--- config.mk ---
export PLATFORM = sky130hd
export DESIGN_NAME = branch_resolve_unit_flat
export DESIGN_NICKNAME = d
export VERILOG_FILES = /design/src/rtl/bru_pkg.sv /design/src/rtl/branch_resolve_unit_if.sv /design/src/rtl/pred_fifo.sv /design/src/rtl/branch_resolve_unit.sv /design/src/flat_wrapper.sv
export SDC_FILE = /design/constraint.sdc
export NUM_CORES = 1
export LEC_CHECK = 0
export ABC_CLOCK_PERIOD_IN_PS = 12350
export CAP_MARGIN = 15
export CORE_ASPECT_RATIO = 1.5
export CORE_MARGIN = 3
export CORE_UTILIZATION = 55
export CTS_BUF_LIST = sky130_fd_sc_hd__clkbuf_8
export DETAILED_ROUTE_END_ITERATION = 7
export GPL_TIMING_DRIVEN = 1
export PLACE_DENSITY = 0.82
export RECOVER_POWER = 50
export SETUP_SLACK_MARGIN = 0.3
export SYNTH_ARGS = -nofsm -noshare
export SYNTH_HDL_FRONTEND = slang
export SYNTH_HIERARCHICAL = 1
export SYNTH_SLANG_ARGS = --single-unit
--- constraint.sdc ---
create_clock -name clk -period 12.35 [get_ports clk]
set_clock_uncertainty 0.2 [all_clocks]
set_input_delay 1.8525 -clock clk [delete_from_list [all_inputs] [get_ports clk]]
set_output_delay 1.8525 -clock clk [all_outputs]
set_load 0.005 [all_outputs]
--- src/rtl/bru_pkg.sv ---
// Shared types for the branch resolve unit: the recorded fetch-time prediction
// and the mispredict rule applied at resolve time.
package bru_pkg;

    typedef struct packed {
        logic [31:0] pc;
        logic        taken;
        logic [31:0] target;
    } pred_entry_t;

    localparam logic [31:0] PC_STEP = 32'd4;

    // A control instruction is wrong if the direction differs or a taken target differs;
    // a non-control instruction is wrong only if fetch predicted it taken.
    function automatic logic is_mispredict(
        input pred_entry_t head,
        input logic        is_ctrl,
        input logic        taken,
        input logic [31:0] target
    );
        logic wrong;
        if (is_ctrl) begin
            wrong = (taken != head.taken) | (taken & (target != head.target));
        end else begin
            wrong = head.taken;
        end
        return wrong;
    endfunction

endpackage

--- src/rtl/branch_resolve_unit_if.sv ---
// Fetch-side enqueue, execute-side resolve and BTB/redirect outputs of the
// branch resolve unit, bundled as one interface.
interface branch_resolve_unit_if #(
    parameter int CNT_W = 32
);
    logic             if_fire;
    logic [31:0]      if_pc;
    logic             if_pred_taken;
    logic [31:0]      if_pred_target;
    logic             fifo_full;

    logic             ex_valid;
    logic [31:0]      ex_pc;
    logic             ex_is_ctrl;
    logic             ex_taken;
    logic [31:0]      ex_target;
    logic             ext_flush;

    logic [31:0]      update_pc;
    logic             update;
    logic [31:0]      update_target;
    logic             mispredicted;
    logic             redirect_valid;
    logic [31:0]      redirect_pc;
    logic             sync_err;
    logic [CNT_W-1:0] branch_cnt;
    logic [CNT_W-1:0] mispred_cnt;

    modport master (
        output if_fire, if_pc, if_pred_taken, if_pred_target,
        output ex_valid, ex_pc, ex_is_ctrl, ex_taken, ex_target, ext_flush,
        input  fifo_full,
        input  update_pc, update, update_target, mispredicted,
        input  redirect_valid, redirect_pc, sync_err, branch_cnt, mispred_cnt
    );

    modport slave (
        input  if_fire, if_pc, if_pred_taken, if_pred_target,
        input  ex_valid, ex_pc, ex_is_ctrl, ex_taken, ex_target, ext_flush,
        output fifo_full,
        output update_pc, update, update_target, mispredicted,
        output redirect_valid, redirect_pc, sync_err, branch_cnt, mispred_cnt
    );
endinterface

--- src/rtl/pred_fifo.sv ---
// In-order store of fetch-time predictions. Clear wins over push/pop; a push while
// full is accepted only when the head is popped on the same edge.
module pred_fifo
    import bru_pkg::*;
#(
    parameter int DEPTH = 4
) (
    input  logic        clk,
    input  logic        rst,
    input  logic        push,
    input  logic        pop,
    input  logic        clear,
    input  pred_entry_t wr_data,
    output pred_entry_t rd_data,
    output logic        full,
    output logic        empty
);
    localparam int PTR_W = (DEPTH > 1) ? $clog2(DEPTH) : 1;
    localparam logic [PTR_W-1:0] PTR_ONE  = PTR_W'(1);
    localparam logic [PTR_W:0]   CNT_ONE  = (PTR_W + 1)'(1);
    localparam logic [PTR_W:0]   CNT_FULL = (PTR_W + 1)'(DEPTH);

    pred_entry_t      mem [DEPTH];
    logic [PTR_W-1:0] wr_ptr;
    logic [PTR_W-1:0] rd_ptr;
    logic [PTR_W:0]   count;
    logic             do_push;
    logic             do_pop;

    assign full    = (count == CNT_FULL);
    assign empty   = (count == '0);
    assign do_pop  = pop & ~empty & ~clear;
    assign do_push = push & (~full | do_pop) & ~clear;
    assign rd_data = mem[rd_ptr];

    always_ff @(posedge clk or posedge rst) begin
        if (rst) begin
            wr_ptr <= '0;
            rd_ptr <= '0;
            count  <= '0;
        end else if (clear) begin
            wr_ptr <= '0;
            rd_ptr <= '0;
            count  <= '0;
        end else begin
            if (do_push) wr_ptr <= wr_ptr + PTR_ONE;
            if (do_pop)  rd_ptr <= rd_ptr + PTR_ONE;
            case ({do_push, do_pop})
                2'b10:   count <= count + CNT_ONE;
                2'b01:   count <= count - CNT_ONE;
                default: count <= count;
            endcase
        end
    end

    // Storage needs no reset: count gates every read that matters.
    always_ff @(posedge clk) begin
        if (do_push) mem[wr_ptr] <= wr_data;
    end

endmodule

--- src/rtl/branch_resolve_unit.sv ---
// EX-stage resolver: pairs each resolving instruction with its fetch-time prediction,
// then emits registered BTB update, pipeline redirect and statistics.
module branch_resolve_unit
    import bru_pkg::*;
#(
    parameter int DEPTH = 4,
    parameter int CNT_W = 32
) (
    input logic                 clk,
    input logic                 rst,
    branch_resolve_unit_if.slave bus
);
    localparam logic [CNT_W-1:0] CNT_ONE = CNT_W'(1);

    pred_entry_t enq_entry;
    pred_entry_t head;
    logic        fifo_empty;
    logic        fifo_full;
    logic        resolve;
    logic        hit;
    logic        mispred;
    logic        fifo_clear;
    logic        sync_fault;
    logic [31:0] next_pc;

    assign enq_entry = '{pc: bus.if_pc, taken: bus.if_pred_taken, target: bus.if_pred_target};

    // A trap flush takes priority; the resolving instruction is discarded with the rest.
    assign resolve    = bus.ex_valid & ~bus.ext_flush;
    assign hit        = resolve & ~fifo_empty;
    assign sync_fault = resolve & (fifo_empty | (head.pc != bus.ex_pc));
    assign mispred    = hit & is_mispredict(head, bus.ex_is_ctrl, bus.ex_taken, bus.ex_target);
    assign fifo_clear = bus.ext_flush | mispred;
    assign next_pc    = (bus.ex_is_ctrl & bus.ex_taken) ? bus.ex_target : bus.ex_pc + PC_STEP;

    assign bus.fifo_full = fifo_full;

    pred_fifo #(
        .DEPTH (DEPTH)
    ) u_pred_fifo (
        .clk     (clk),
        .rst     (rst),
        .push    (bus.if_fire),
        .pop     (hit),
        .clear   (fifo_clear),
        .wr_data (enq_entry),
        .rd_data (head),
        .full    (fifo_full),
        .empty   (fifo_empty)
    );

    always_ff @(posedge clk or posedge rst) begin
        if (rst) begin
            bus.update         <= 1'b0;
            bus.mispredicted   <= 1'b0;
            bus.redirect_valid <= 1'b0;
            bus.update_pc      <= '0;
            bus.update_target  <= '0;
            bus.redirect_pc    <= '0;
            bus.sync_err       <= 1'b0;
        end else begin
            bus.update         <= hit & (bus.ex_is_ctrl | head.taken);
            bus.mispredicted   <= mispred;
            bus.redirect_valid <= mispred;
            if (hit) begin
                bus.update_pc     <= bus.ex_pc;
                bus.update_target <= bus.ex_target;
                bus.redirect_pc   <= next_pc;
            end
            if (sync_fault) bus.sync_err <= 1'b1;
        end
    end

    // Statistics saturate rather than wrap so long runs stay monotonic.
    always_ff @(posedge clk or posedge rst) begin
        if (rst) begin
            bus.branch_cnt  <= '0;
            bus.mispred_cnt <= '0;
        end else begin
            if (hit && bus.ex_is_ctrl && (bus.branch_cnt != '1))
                bus.branch_cnt <= bus.branch_cnt + CNT_ONE;
            if (mispred && (bus.mispred_cnt != '1))
                bus.mispred_cnt <= bus.mispred_cnt + CNT_ONE;
        end
    end

endmodule

--- src/flat_wrapper.sv ---
// flat-port wrapper written by rule: the top's interface ports become plain ports
module branch_resolve_unit_flat import bru_pkg::*;
#(
    parameter int DEPTH = 4,
    parameter int CNT_W = 32
)
  (clk, rst, bus_if_fire, bus_if_pc, bus_if_pred_taken, bus_if_pred_target, bus_ex_valid, bus_ex_pc, bus_ex_is_ctrl, bus_ex_taken, bus_ex_target, bus_ext_flush, bus_fifo_full, bus_update_pc, bus_update, bus_update_target, bus_mispredicted, bus_redirect_valid, bus_redirect_pc, bus_sync_err, bus_branch_cnt, bus_mispred_cnt);
  branch_resolve_unit_if #(.CNT_W(CNT_W)) bus_i ();
  input logic clk;
  input logic rst;
  input wire logic [$bits(bus_i.if_fire)-1:0] bus_if_fire;
  input wire logic [$bits(bus_i.if_pc)-1:0] bus_if_pc;
  input wire logic [$bits(bus_i.if_pred_taken)-1:0] bus_if_pred_taken;
  input wire logic [$bits(bus_i.if_pred_target)-1:0] bus_if_pred_target;
  input wire logic [$bits(bus_i.ex_valid)-1:0] bus_ex_valid;
  input wire logic [$bits(bus_i.ex_pc)-1:0] bus_ex_pc;
  input wire logic [$bits(bus_i.ex_is_ctrl)-1:0] bus_ex_is_ctrl;
  input wire logic [$bits(bus_i.ex_taken)-1:0] bus_ex_taken;
  input wire logic [$bits(bus_i.ex_target)-1:0] bus_ex_target;
  input wire logic [$bits(bus_i.ext_flush)-1:0] bus_ext_flush;
  output wire logic [$bits(bus_i.fifo_full)-1:0] bus_fifo_full;
  output wire logic [$bits(bus_i.update_pc)-1:0] bus_update_pc;
  output wire logic [$bits(bus_i.update)-1:0] bus_update;
  output wire logic [$bits(bus_i.update_target)-1:0] bus_update_target;
  output wire logic [$bits(bus_i.mispredicted)-1:0] bus_mispredicted;
  output wire logic [$bits(bus_i.redirect_valid)-1:0] bus_redirect_valid;
  output wire logic [$bits(bus_i.redirect_pc)-1:0] bus_redirect_pc;
  output wire logic [$bits(bus_i.sync_err)-1:0] bus_sync_err;
  output wire logic [$bits(bus_i.branch_cnt)-1:0] bus_branch_cnt;
  output wire logic [$bits(bus_i.mispred_cnt)-1:0] bus_mispred_cnt;
  assign bus_i.if_fire = bus_if_fire;
  assign bus_i.if_pc = bus_if_pc;
  assign bus_i.if_pred_taken = bus_if_pred_taken;
  assign bus_i.if_pred_target = bus_if_pred_target;
  assign bus_i.ex_valid = bus_ex_valid;
  assign bus_i.ex_pc = bus_ex_pc;
  assign bus_i.ex_is_ctrl = bus_ex_is_ctrl;
  assign bus_i.ex_taken = bus_ex_taken;
  assign bus_i.ex_target = bus_ex_target;
  assign bus_i.ext_flush = bus_ext_flush;
  assign bus_fifo_full = bus_i.fifo_full;
  assign bus_update_pc = bus_i.update_pc;
  assign bus_update = bus_i.update;
  assign bus_update_target = bus_i.update_target;
  assign bus_mispredicted = bus_i.mispredicted;
  assign bus_redirect_valid = bus_i.redirect_valid;
  assign bus_redirect_pc = bus_i.redirect_pc;
  assign bus_sync_err = bus_i.sync_err;
  assign bus_branch_cnt = bus_i.branch_cnt;
  assign bus_mispred_cnt = bus_i.mispred_cnt;
  branch_resolve_unit #(.DEPTH(DEPTH), .CNT_W(CNT_W)) u_core (.clk(clk), .rst(rst), .bus(bus_i));
endmodule
==> results.yml, run 1 <==
status:
  violations: "max-capacitance violations, max-slew violations"
  result_of_the_run: "finished with violations"
logic_synthesis:
  synth.net_count: 1461
  postSynth.topFlopCell: "sky130_fd_sc_hd__edfxtp_1"
  synth_enable_flop_cells: 260
  mappedNetlistArea_um2: 18300
  synth.top_cells.by_area: "sky130_fd_sc_hd__edfxtp_1 43%, sky130_fd_sc_hd__dfrtp_1 23%, sky130_fd_sc_hd__mux4_2 8.0%"
  post_synth_xor_area_fraction_pct: 7.53
  netlist-cell-type-count: 55
  synth_compound_area_share_pct: 2.32
  synth_sequential_area_ratio_pct: 66.1
  synth_top_cells_by_count: "260 x sky130_fd_sc_hd__edfxtp_1, 260 x sky130_fd_sc_hd__nand2_1, 170 x sky130_fd_sc_hd__dfrtp_1"
  synth_largest_area_cell: "sky130_fd_sc_hd__edfxtp_1"
  post_synth_and_or_nand_nor_area_fraction_pct: 13.0
  synth.avg_cell_area_um2: 13.9
  ys.warnings.count: 6
  synth.ff_latch_count: 430
  post_synth_fa_ha_maj_area_fraction_pct: 0.590
  netlist.area_leader.share_pct: 42.8
  synth_top_family_by_area: "simple AND/OR/NAND/NOR gates"
  synthCells: 1317
  synth_mux_area_share_pct: 8.45
  synth-async-reset-ratio_pct: 39.5
power:
  netSwitchingPower_w: 0.000852
  share_of_total_power_in_combinational_logic_pct: 15.2
  vdd_ir_max_mv: 0.123
  cell_internal_pwr_w: 0.00260
  pwr_density_cell_nw_per_um2: 151
  power.static_leakage_nw: 8.79
  p_seq_share_pct: 50.6
  switching_share_of_power_pct: 24.6
  power.share.clock_pct: 34.1
placed_design:
  dp_hpwl_mm: 33.1
  number_of_buffer_cells_added_on_primary_ports: 300
  post_dp_cell_area_um2: 21600
  globalplace.congestion: 0.890
detailed_routing:
  routed_via_density: 5.79
  wl_met1_mm: 17.7
  wl_per_cell_um: 22.7
  amount_of_wire_on_met2_after_detailed_routing_mm: 24.6
  drcViolationCount: 0
  detail_route.iter0.violations: 1031
  final_antenna_net_count: 0
  topRoutingLayerUsed: "met5"
  detailedRoute.firstPassIterationCount: 7
  drt_wl_total_mm: 47.7
  dr_wl_met3_mm: 3.71
  detailroute.via_count: 12200
clocking:
  cts_root_buf: "sky130_fd_sc_hd__clkbuf_8"
  postCtsSetupBuffers: 0
  tritoncts_num_sinks: 430
  tritoncts.num_buffers: 60
  tritoncts: "done"
  insertion_delay_ns: 0.63
  cts.hold.buffers_added: 0
  ctsResizeCount: 0
  cts_max_path_buffers: 3
  htreeDepth: 2
  path_clk_slew_ns: 0.06
global_routing:
  first_pass_grt_wire_length_mm: 72.3
  grt_max_degree: 118
  grt.overflow.total: 0
  grt_pass1_vias: 12200
  globalRouteTotalUtil_pct: 26.7
  grt_antenna_before_repair: 10
worst_setup_path:
  worst-path-max-fanout: 97
  crit_path_end_kind: "async pin"
  critical-path-max-stage-delay_ns: 3.77
  timing.critical_path.required_ns: 11.59
  crit_path_kind: "input pin to async pin"
  ordered_list_of_cells_on_the_worst_path: "dlygate4sd3_1 -> clkinvlp_2 -> clkbuf_1"
  worst-endpoint-arrival_ns: 6.90
  start_kind: "input pin"
  worst_path_max_delay_cell: "sky130_fd_sc_hd__clkbuf_1"
sta:
  setup_violations: 0
  finalMaxSlewViolations: 208
  slew_headroom_pct: -258
  setup_tns_ns: 0
  min_period_over_period_pct: 62.0
  timing.final.hold_violations: 0
  fmaxAchievable_mhz: 131
  timing_worst_slew_pin_value_ns: 5.36
  layout_min_cycle_time_ns: 7.66
  rsz0062_at_grt: "false"
floorplanning:
  design.core.area_um2: 32600
  pin_count: 301
  num_rows: 81
  die_h_um: 229
  die_area_um2: 35500
  start_util_pct: 55.9
  die_width_um: 155
layout:
  drive_above_1_share_pct: 11.2
  nets: 1773
  area_growth_pct: 25.6
  post-route-cell-area_um2: 22900
job:
  maxCapViolCount: 2
worst_hold_path:
  holdCritPathClass: "register to register"
==> cell type report <==
cell class / instances / area [µm²]
diodes: 7 / 17.5
clock buffers: 74 / 1020
clock inverters: 39 / 305
fillers: 2209 / 9710
inverters: 16 / 62.6
multi-input cells: 808 / 5840
flip-flops and latches: 430 / 12100
well taps: 415 / 519
repair buffers: 313 / 3090
==> worst paths after layout <==
path	slack [ns]	end	from	cells after the start
max in group clk	5.63	u_core/bus.redirect_pc[5]	bus_ext_flush	4
hold / removal	0.27	u_core/bus.sync_err	u_core/bus.sync_err	1
hold reg to reg	0.27	u_core/bus.sync_err	u_core/bus.sync_err	1
setup / recovery	4.69	u_core/bus.update_target[0]	rst	3
min in group asynchronous	1.45	u_core/u_pred_fifo/wr_ptr[0]	rst	2
setup reg to reg	6.32	u_core/u_pred_fifo/mem[2][24]	u_core/u_pred_fifo/rd_ptr[0]	11
==> cells by family after synthesis <==
family / count (synthesis)
buffers and inverters: 79
muxes: 72
adders and majority gates: 8
DFF: 430
and+or+nand+nor: 496
AOI/OAI and AO/OA: 75
xor gates and xnor gates: 157
==> through the flow <==
step / total power, W / worst slack (ns) / util (%) / hold WS, ns / cells
6_report: 0.00346 / 4.69 / 70.3 / 0.267 / 2102
4_1_cts: 0.00352 / 6.33 / 70.2 / 0.273 / 2094
2_1_floorplan: 0.00195 / 3.18 / - / 0.266 / 1317
3_3_place_gp: 0.00232 / 6.22 / 66.2 / 0.252 / 1981
3_5_place_dp: 0.00234 / 6.16 / 66.2 / 0.258 / 1981
5_1_grt: 0.00360 / 3.65 / 70.2 / 0.296 / 2100
==> power groups by stage <==
stage,Combinational [W],Sequential [W],Clock [W]
after CTS,0.000565,0.00175,0.00120
after detailed placement,0.000562,0.00178,0
after global routing,0.000573,0.00177,0.00126
after floorplan,0.000170,0.00178,0
final,0.000527,0.00175,0.00118
after global placement,0.000549,0.00177,0
==> placed cells by master, fill, tap and decap left out, types with 43 or more instances in the layout <==
cell type,count
sky130_fd_sc_hd__nor2_1,43
sky130_fd_sc_hd__nand3_1,47
sky130_fd_sc_hd__edfxtp_1,260
sky130_fd_sc_hd__mux4_2,65
sky130_fd_sc_hd__clkbuf_8,74
sky130_fd_sc_hd__dlygate4sd3_1,139
sky130_fd_sc_hd__nand2_1,260
sky130_fd_sc_hd__xnor2_1,77
sky130_fd_sc_hd__clkdlybuf4s50_1,161
sky130_fd_sc_hd__xor2_1,80
sky130_fd_sc_hd__dfrtp_1,168
==> worst max-delay path, delay by kind of cell <==
kind	cells	cell delay [ns]
buffers and inverters	3	4.92
==> sequential cells by signal (all words and copies together), names as in the netlist <==
signal / cells
u_core/bus.mispred_cnt: 32
u_core/u_pred_fifo/mem: 260
u_core/u_pred_fifo/rd_ptr: 2
u_core/bus.update_pc: 32
u_core/u_pred_fifo/count: 3
u_core/bus.update: 1
u_core/bus.redirect_pc: 32
u_core/bus.redirect_valid: 1
u_core/bus.sync_err: 1
u_core/bus.update_target: 32
u_core/bus.branch_cnt: 32
u_core/u_pred_fifo/wr_ptr: 2
==> metal layers <==
metal / track usage, % / vias up
met5: 0 / -
met4: 10.0 / 2
met3: 4.93 / 105
met2: 45.6 / 607
met1: 34.3 / 6053
li1: - / 5407
(Power assumes the default switching activity.)
==> inputs of run 2 (changes only) <==
--- a/config.mk
+++ b/config.mk
@@ -5,7 +5,7 @@
 export SDC_FILE = /design/constraint.sdc
 export NUM_CORES = 1
 export LEC_CHECK = 0
-export ABC_CLOCK_PERIOD_IN_PS = 12350
+export ABC_CLOCK_PERIOD_IN_PS = 7150
 export CAP_MARGIN = 15
 export CORE_ASPECT_RATIO = 1.5
 export CORE_MARGIN = 3
==> constraint.sdc (replaced) <==
create_clock -name clk -period 7.15 [get_ports clk]
set_clock_uncertainty 0.2 [all_clocks]
set_input_delay 1.0725 -clock clk [delete_from_list [all_inputs] [get_ports clk]]
set_output_delay 1.0725 -clock clk [all_outputs]
set_load 0.005 [all_outputs]
==> run 2 against run 1 <==
Against the previous run:
- the flow still finishes with violations (max-capacitance violations, max-slew violations)
- register-to-register slack got worse by 4.5 ns
- cell area fell by 0.45%
- die area unchanged
- wire length grew 3.5%
- global-route usage grew 0.74 points
- highest routed layer unchanged
- non-clock buffer count increased by 1
- critical path depth grew 7
==> results.yml, run 2 (synthesized netlist as in run 1, its figures left out) <==
status:
  violations: "max-capacitance violations, max-slew violations"
  result_of_the_run: "finished with violations"
worst_hold_path:
  holdCritPathClass: "register to register"
layout:
  area_growth_pct: 25.0
  multi_input_comb_area_um2: 5850
  drive_above_1_share_pct: 10.9
  layout_common_cells: "260 x sky130_fd_sc_hd__nand2_1, 260 x sky130_fd_sc_hd__edfxtp_1, 208 x sky130_fd_sc_hd__dlygate4sd3_1"
  final_core_utilization_pct: 69.9
  layoutNonFillerInstCount: 2104
  largest_register_ffs: 260
  num-fill-cells: 2239
  post-route-cell-area_um2: 22800
  nets: 1774
  area.sequential_um2: 12100
  max_flop_register: "u_core/u_pred_fifo/mem"
clocking:
  tritoncts.num_buffers: 60
  tritoncts: "done"
  postCtsSetupBuffers: 0
  path_clk_slew_ns: 0.07
  insertion_delay_ns: 0.63
  ctsResizeCount: 0
  cts_root_buf: "sky130_fd_sc_hd__clkbuf_8"
  cts.hold.buffers_added: 0
  tritoncts_num_sinks: 430
  cts_max_path_buffers: 3
  htreeDepth: 2
placed_design:
  dp_cells: 1983
  post_dp_cell_area_um2: 21600
  globalplace.congestion: 0.882
  dp_hpwl_mm: 34.2
  number_of_buffer_cells_added_on_primary_ports: 300
worst_setup_path:
  start_kind: "register"
  worst-endpoint-arrival_ns: 5.40
  timing.critical_path.required_ns: 7.19
  worst-path-max-fanout: 65
  crit_path_kind: "register to register"
  crit_path_end_kind: "register"
sta:
  layout_min_cycle_time_ns: 5.36
  min_period_over_period_pct: 74.9
  setup_violations: 0
  finalMaxSlewViolations: 102
  rsz0062_at_grt: "false"
  setup_tns_ns: 0
  timing_worst_slew_pin_value_ns: 4.69
  slew_headroom_pct: -215
  timing.final.hold_violations: 0
  fmaxAchievable_mhz: 187
power:
  pwr_density_cell_nw_per_um2: 253
  power.static_leakage_nw: 8.91
  vdd_ir_max_mv: 0.167
global_routing:
  grt.overflow.total: 0
  globalRouteTotalUtil_pct: 27.5
  grt_antenna_before_repair: 10
  first_pass_grt_wire_length_mm: 74.3
  grt_max_degree: 102
  grt_pass1_vias: 12600
floorplanning:
  die_width_um: 155
  num_rows: 81
  die_area_um2: 35500
  start_util_pct: 55.9
  die_h_um: 229
  pin_count: 301
  design.core.area_um2: 32600
detailed_routing:
  detailedRoute.firstPassIterationCount: 5
  drcViolationCount: 0
  detailroute.via_count: 12300
  drt_wl_total_mm: 49.4
  routed_via_density: 5.83
  detail_route.iter0.violations: 1182
  final_antenna_net_count: 0
  wl_per_cell_um: 23.5
job:
  maxCapViolCount: 1
run 2: cell count changes in the layout (fill, tap and decap cells not counted), sizes merged, moves of 2 or more:
cell / delta
dlygate4sd3: +69
clkbuf: -7
bufinv: -3
clkinv: +6
clkinvlp: +2
buf: +3
clkdlybuf4s50: -69
run 2: layer usage:
| layer | global-route usage (%) | part of all wire, % | vias up |
|---|---|---|---|
| li1 | - | - | 5409 |
| met1 | 33.8 | 37 | 6135 |
| met2 | 47.8 | 52 | 599 |
| met3 | 5.31 | 7.2 | 115 |
| met4 | 11.0 | 4.0 | 2 |
| met5 | 0 | 0.026 | - |
run 2: final timing paths:
path / startpoint / end / slack [ns] / cells after the start
max: u_core/u_pred_fifo/rd_ptr[0] / u_core/u_pred_fifo/mem[2][0] / 1.79 / 10
min: u_core/bus.update_target[14] / u_core/bus.update_target[14] / 0.27 / 2
max reg2reg: u_core/u_pred_fifo/rd_ptr[0] / u_core/u_pred_fifo/mem[2][0] / 1.79 / 10
min reg2reg: u_core/bus.update_target[14] / u_core/bus.update_target[14] / 0.27 / 2
max in group asynchronous: rst / u_core/bus.update_target[6] / 2.26 / 3
min in group asynchronous: rst / u_core/u_pred_fifo/rd_ptr[0] / 0.73 / 2
run 2: layout make-up:
type / count / share of cell area, %
sequential: 430 / 52.9
clock inverter: 45 / 1.11
antenna: 7 / 0.0768
tap: 415 / 2.28
clock buffer: 69 / 4.16
timing repair buffer: 314 / 13.6
inverter: 16 / 0.274
multi-input combinational: 808 / 25.6
run 2: worst max-delay path, stage by stage (launching register included):
cell                      delay, ns
sky130_fd_sc_hd__dfrtp_4       0.85
sky130_fd_sc_hd__mux4_2        0.60
sky130_fd_sc_hd__xor2_1        0.16
sky130_fd_sc_hd__nor4_1        0.38
sky130_fd_sc_hd__nand4_1       0.17
sky130_fd_sc_hd__or4_1         0.61
sky130_fd_sc_hd__buf_4         0.28
sky130_fd_sc_hd__and2_1        0.20
sky130_fd_sc_hd__or2_1         0.40
sky130_fd_sc_hd__nor3b_2       0.23
sky130_fd_sc_hd__buf_4         0.79
run 2: per-stage QoR:
step	hold slack (ns)	total power, W	setup WS (ns)
6_report	0.272	0.00578	1.79
3_5_place_dp	0.261	0.00404	1.71
2_1_floorplan	0.266	0.00337	-1.51
5_1_grt	0.298	0.00603	1.56
4_1_cts	0.278	0.00592	1.78
3_3_place_gp	0.252	0.00401	1.76
run 2: power breakdown:
part           switching, W  total (W)  internal, W
Clock              0.000914    0.00187     0.000959
Sequential         0.000132    0.00302      0.00289
Combinational      0.000427   0.000886     0.000459
==> inputs of run 3 (changes only) <==
--- a/config.mk
+++ b/config.mk
@@ -5,15 +5,15 @@
 export SDC_FILE = /design/constraint.sdc
 export NUM_CORES = 1
 export LEC_CHECK = 0
-export ABC_CLOCK_PERIOD_IN_PS = 7150
+export ABC_CLOCK_PERIOD_IN_PS = 4300
 export CAP_MARGIN = 15
 export CORE_ASPECT_RATIO = 1.5
 export CORE_MARGIN = 3
-export CORE_UTILIZATION = 55
+export CORE_UTILIZATION = 50
 export CTS_BUF_LIST = sky130_fd_sc_hd__clkbuf_8
 export DETAILED_ROUTE_END_ITERATION = 7
 export GPL_TIMING_DRIVEN = 1
-export PLACE_DENSITY = 0.82
+export PLACE_DENSITY = 0.79
 export RECOVER_POWER = 50
 export SETUP_SLACK_MARGIN = 0.3
 export SYNTH_ARGS = -nofsm -noshare
==> constraint.sdc (replaced) <==
create_clock -name clk -period 4.3 [get_ports clk]
set_clock_uncertainty 0.2 [all_clocks]
set_input_delay 0.645 -clock clk [delete_from_list [all_inputs] [get_ports clk]]
set_output_delay 0.645 -clock clk [all_outputs]
set_load 0.005 [all_outputs]
==> run 3 against run 2 <==
Against the previous run:
- the flow still finishes with violations (max-capacitance violations, max-slew violations)
- global-route usage down 1.4 points
- cell count up 6.9%
- worst setup slack worse by 1.7 ns
- first-iteration DRC count up 20%
- fmax up 28%
- utilization down 1.8 points
- power up 69%
- cell area up 7.3%
- die area up 9.7%
- non-clock buffer count up 86
- critical path type unchanged
- critical endpoint is now u_core/u_pred_fifo/mem[2][12]
==> results.yml, run 3 (synthesized netlist as in run 1, its figures left out) <==
clocking:
  path_clk_slew_ns: 0.06
  tritoncts: "done"
  htreeDepth: 2
  cts_root_buf: "sky130_fd_sc_hd__clkbuf_8"
  tritoncts.num_buffers: 60
  tritoncts_num_sinks: 430
  insertion_delay_ns: 0.64
  cts_max_path_buffers: 3
power:
  share_of_total_power_in_combinational_logic_pct: 17.1
  vdd_ir_max_mv: 0.296
  switching_share_of_power_pct: 26.0
  netSwitchingPower_w: 0.00254
  power.share.clock_pct: 31.5
  p_seq_share_pct: 51.4
  pwr_density_cell_nw_per_um2: 399
  cell_internal_pwr_w: 0.00722
  power.static_leakage_nw: 9.45
layout:
  layout_common_cells: "260 x sky130_fd_sc_hd__nand2_1, 260 x sky130_fd_sc_hd__edfxtp_1, 168 x sky130_fd_sc_hd__dfrtp_1"
  nets: 1861
  max_flop_register: "u_core/u_pred_fifo/mem"
  drive_above_1_share_pct: 15.7
  area_growth_pct: 34.1
  final_core_utilization_pct: 68.1
  largest_register_ffs: 260
  post-route-cell-area_um2: 24500
worst_setup_path:
  worst-endpoint-arrival_ns: 4.34
  timing.critical_path.required_ns: 4.45
  start_kind: "register"
  worst-path-max-fanout: 6
  crit_path_end_kind: "register"
  crit_path_kind: "register to register"
  rr_worst_depth: 12
floorplanning:
  die_area_um2: 38900
  start_util_pct: 50.8
  pin_count: 301
  num_rows: 85
  die_h_um: 240
  design.core.area_um2: 35900
  die_width_um: 162
status:
  violations: "max-capacitance violations, max-slew violations"
  result_of_the_run: "finished with violations"
detailed_routing:
  final_antenna_net_count: 0
  detailedRoute.firstPassIterationCount: 6
  detail_route.iter0.violations: 1416
  drt_wl_total_mm: 55.8
  routed_via_density: 5.77
  drcViolationCount: 0
  wl_per_cell_um: 24.8
  detailroute.via_count: 13000
global_routing:
  grt_antenna_before_repair: 6
  globalRouteTotalUtil_pct: 26.1
  grt.overflow.total: 0
  grt_max_degree: 62
  first_pass_grt_wire_length_mm: 76.4
  grt_pass1_vias: 12700
worst_hold_path:
  hold-path-cell-count: 1
  holdCritPathClass: "register to register"
placed_design:
  post_dp_cell_area_um2: 22000
  dp_hpwl_mm: 35.2
  number_of_buffer_cells_added_on_primary_ports: 300
  globalplace.congestion: 0.883
sta:
  setup_violations: 0
  timing.final.hold_violations: 0
  slew_headroom_pct: -21.0
  timing_worst_slew_pin_value_ns: 1.81
  rsz0062_at_grt: "true"
  layout_min_cycle_time_ns: 4.20
  fmaxAchievable_mhz: 238
  setup_tns_ns: 0
  min_period_over_period_pct: 97.7
  finalMaxSlewViolations: 99
job:
  maxCapViolCount: 2
==> run 3: changes by cell type in the layout (fill, tap and decap cells not counted), moves of 6 or more <==
cell	before	now
sky130_fd_sc_hd__clkbuf_16	0	23
sky130_fd_sc_hd__buf_4	14	28
sky130_fd_sc_hd__buf_8	0	6
sky130_fd_sc_hd__buf_12	0	15
sky130_fd_sc_hd__buf_6	0	10
sky130_fd_sc_hd__clkdlybuf4s50_1	92	154
sky130_fd_sc_hd__dlygate4sd3_1	208	146
sky130_fd_sc_hd__buf_16	0	12
==> run 3: power groups by stage <==
stage / Sequential (W) / Clock, W / Combinational, W
2_1_floorplan: 0.00511 / 0 / 0.000497
3_5_place_dp: 0.00511 / 0 / 0.00165
4_1_cts: 0.00503 / 0.00311 / 0.00169
5_1_grt: 0.00507 / 0.00332 / 0.00179
6_report: 0.00502 / 0.00308 / 0.00167
3_3_place_gp: 0.00509 / 0 / 0.00162
==> run 3: repair_timing <==
item | CTS | global route
pin swaps | 8 | 2
hold buffers | 0 | 0
resized for setup | 20 | 22
setup buffers | 12 | 7
gates cloned | 10 | 32
setup endpoints to repair | 262 | 263
==> run 3: routing by layer <==
metal  wire (µm)  part of all wire, %  track usage (%)  vias to the layer above
li1            -                    -                -                     5595
met2       28500                   51             45.1                      745
met4        2950                  5.3             11.0                        6
met5          34                0.061                0                        -
met1       19600                   35             32.3                     6490
met3        4700                  8.4             4.89                      151
==> run 3: cell type report <==
cell class | instances | area [µm²]
Sequential cell | 430 | 12100
Fill cell | 2410 | 11500
Multi-Input combinational cell | 809 | 5920
Timing Repair Buffer | 400 | 4650
Clock buffer | 69 | 950
Tap cell | 478 | 598
Clock inverter | 43 | 218
Inverter | 16 | 62.6
Antenna cell | 5 | 12.5
==> run 3: per-stage QoR <==
stage               total power (W)  instances  setup WS (ns)  hold WS [ns]
floorplan                   0.00561       1317         -0.880         0.248
global placement            0.00671       2071        0.00901         0.254
detailed placement          0.00676       2071        -0.0484         0.255
CTS                         0.00983       2205          0.243         0.270
global route                 0.0102       2248        0.00646         0.292
finish                      0.00977       2250          0.101         0.262
==> run 3: critical path, stage by stage, from the launching register on <==
cell and delay [ns]:
sky130_fd_sc_hd__dfrtp_4 0.53, sky130_fd_sc_hd__buf_12 0.17, sky130_fd_sc_hd__mux4_2 0.52, sky130_fd_sc_hd__xor2_1 0.17, sky130_fd_sc_hd__nor4_1 0.37, sky130_fd_sc_hd__nand3_1 0.18, sky130_fd_sc_hd__or4_4 0.53, sky130_fd_sc_hd__and2_4 0.18
sky130_fd_sc_hd__or2_4 0.30, sky130_fd_sc_hd__nor3b_4 0.25, sky130_fd_sc_hd__buf_6 0.20, sky130_fd_sc_hd__buf_12 0.15, sky130_fd_sc_hd__clkbuf_16 0.14
==> run 3: worst paths after layout <==
kind / startpoint / endpoint / slack, ns
max: u_core/u_pred_fifo/rd_ptr[0] / u_core/u_pred_fifo/mem[2][12] / 0.10
min: u_core/bus.sync_err / u_core/bus.sync_err / 0.26
max reg2reg: u_core/u_pred_fifo/rd_ptr[0] / u_core/u_pred_fifo/mem[2][12] / 0.10
min reg2reg: u_core/bus.sync_err / u_core/bus.sync_err / 0.26
max in group asynchronous: rst / u_core/bus.redirect_pc[15] / 0.85
min in group asynchronous: rst / u_core/u_pred_fifo/wr_ptr[1] / 0.33
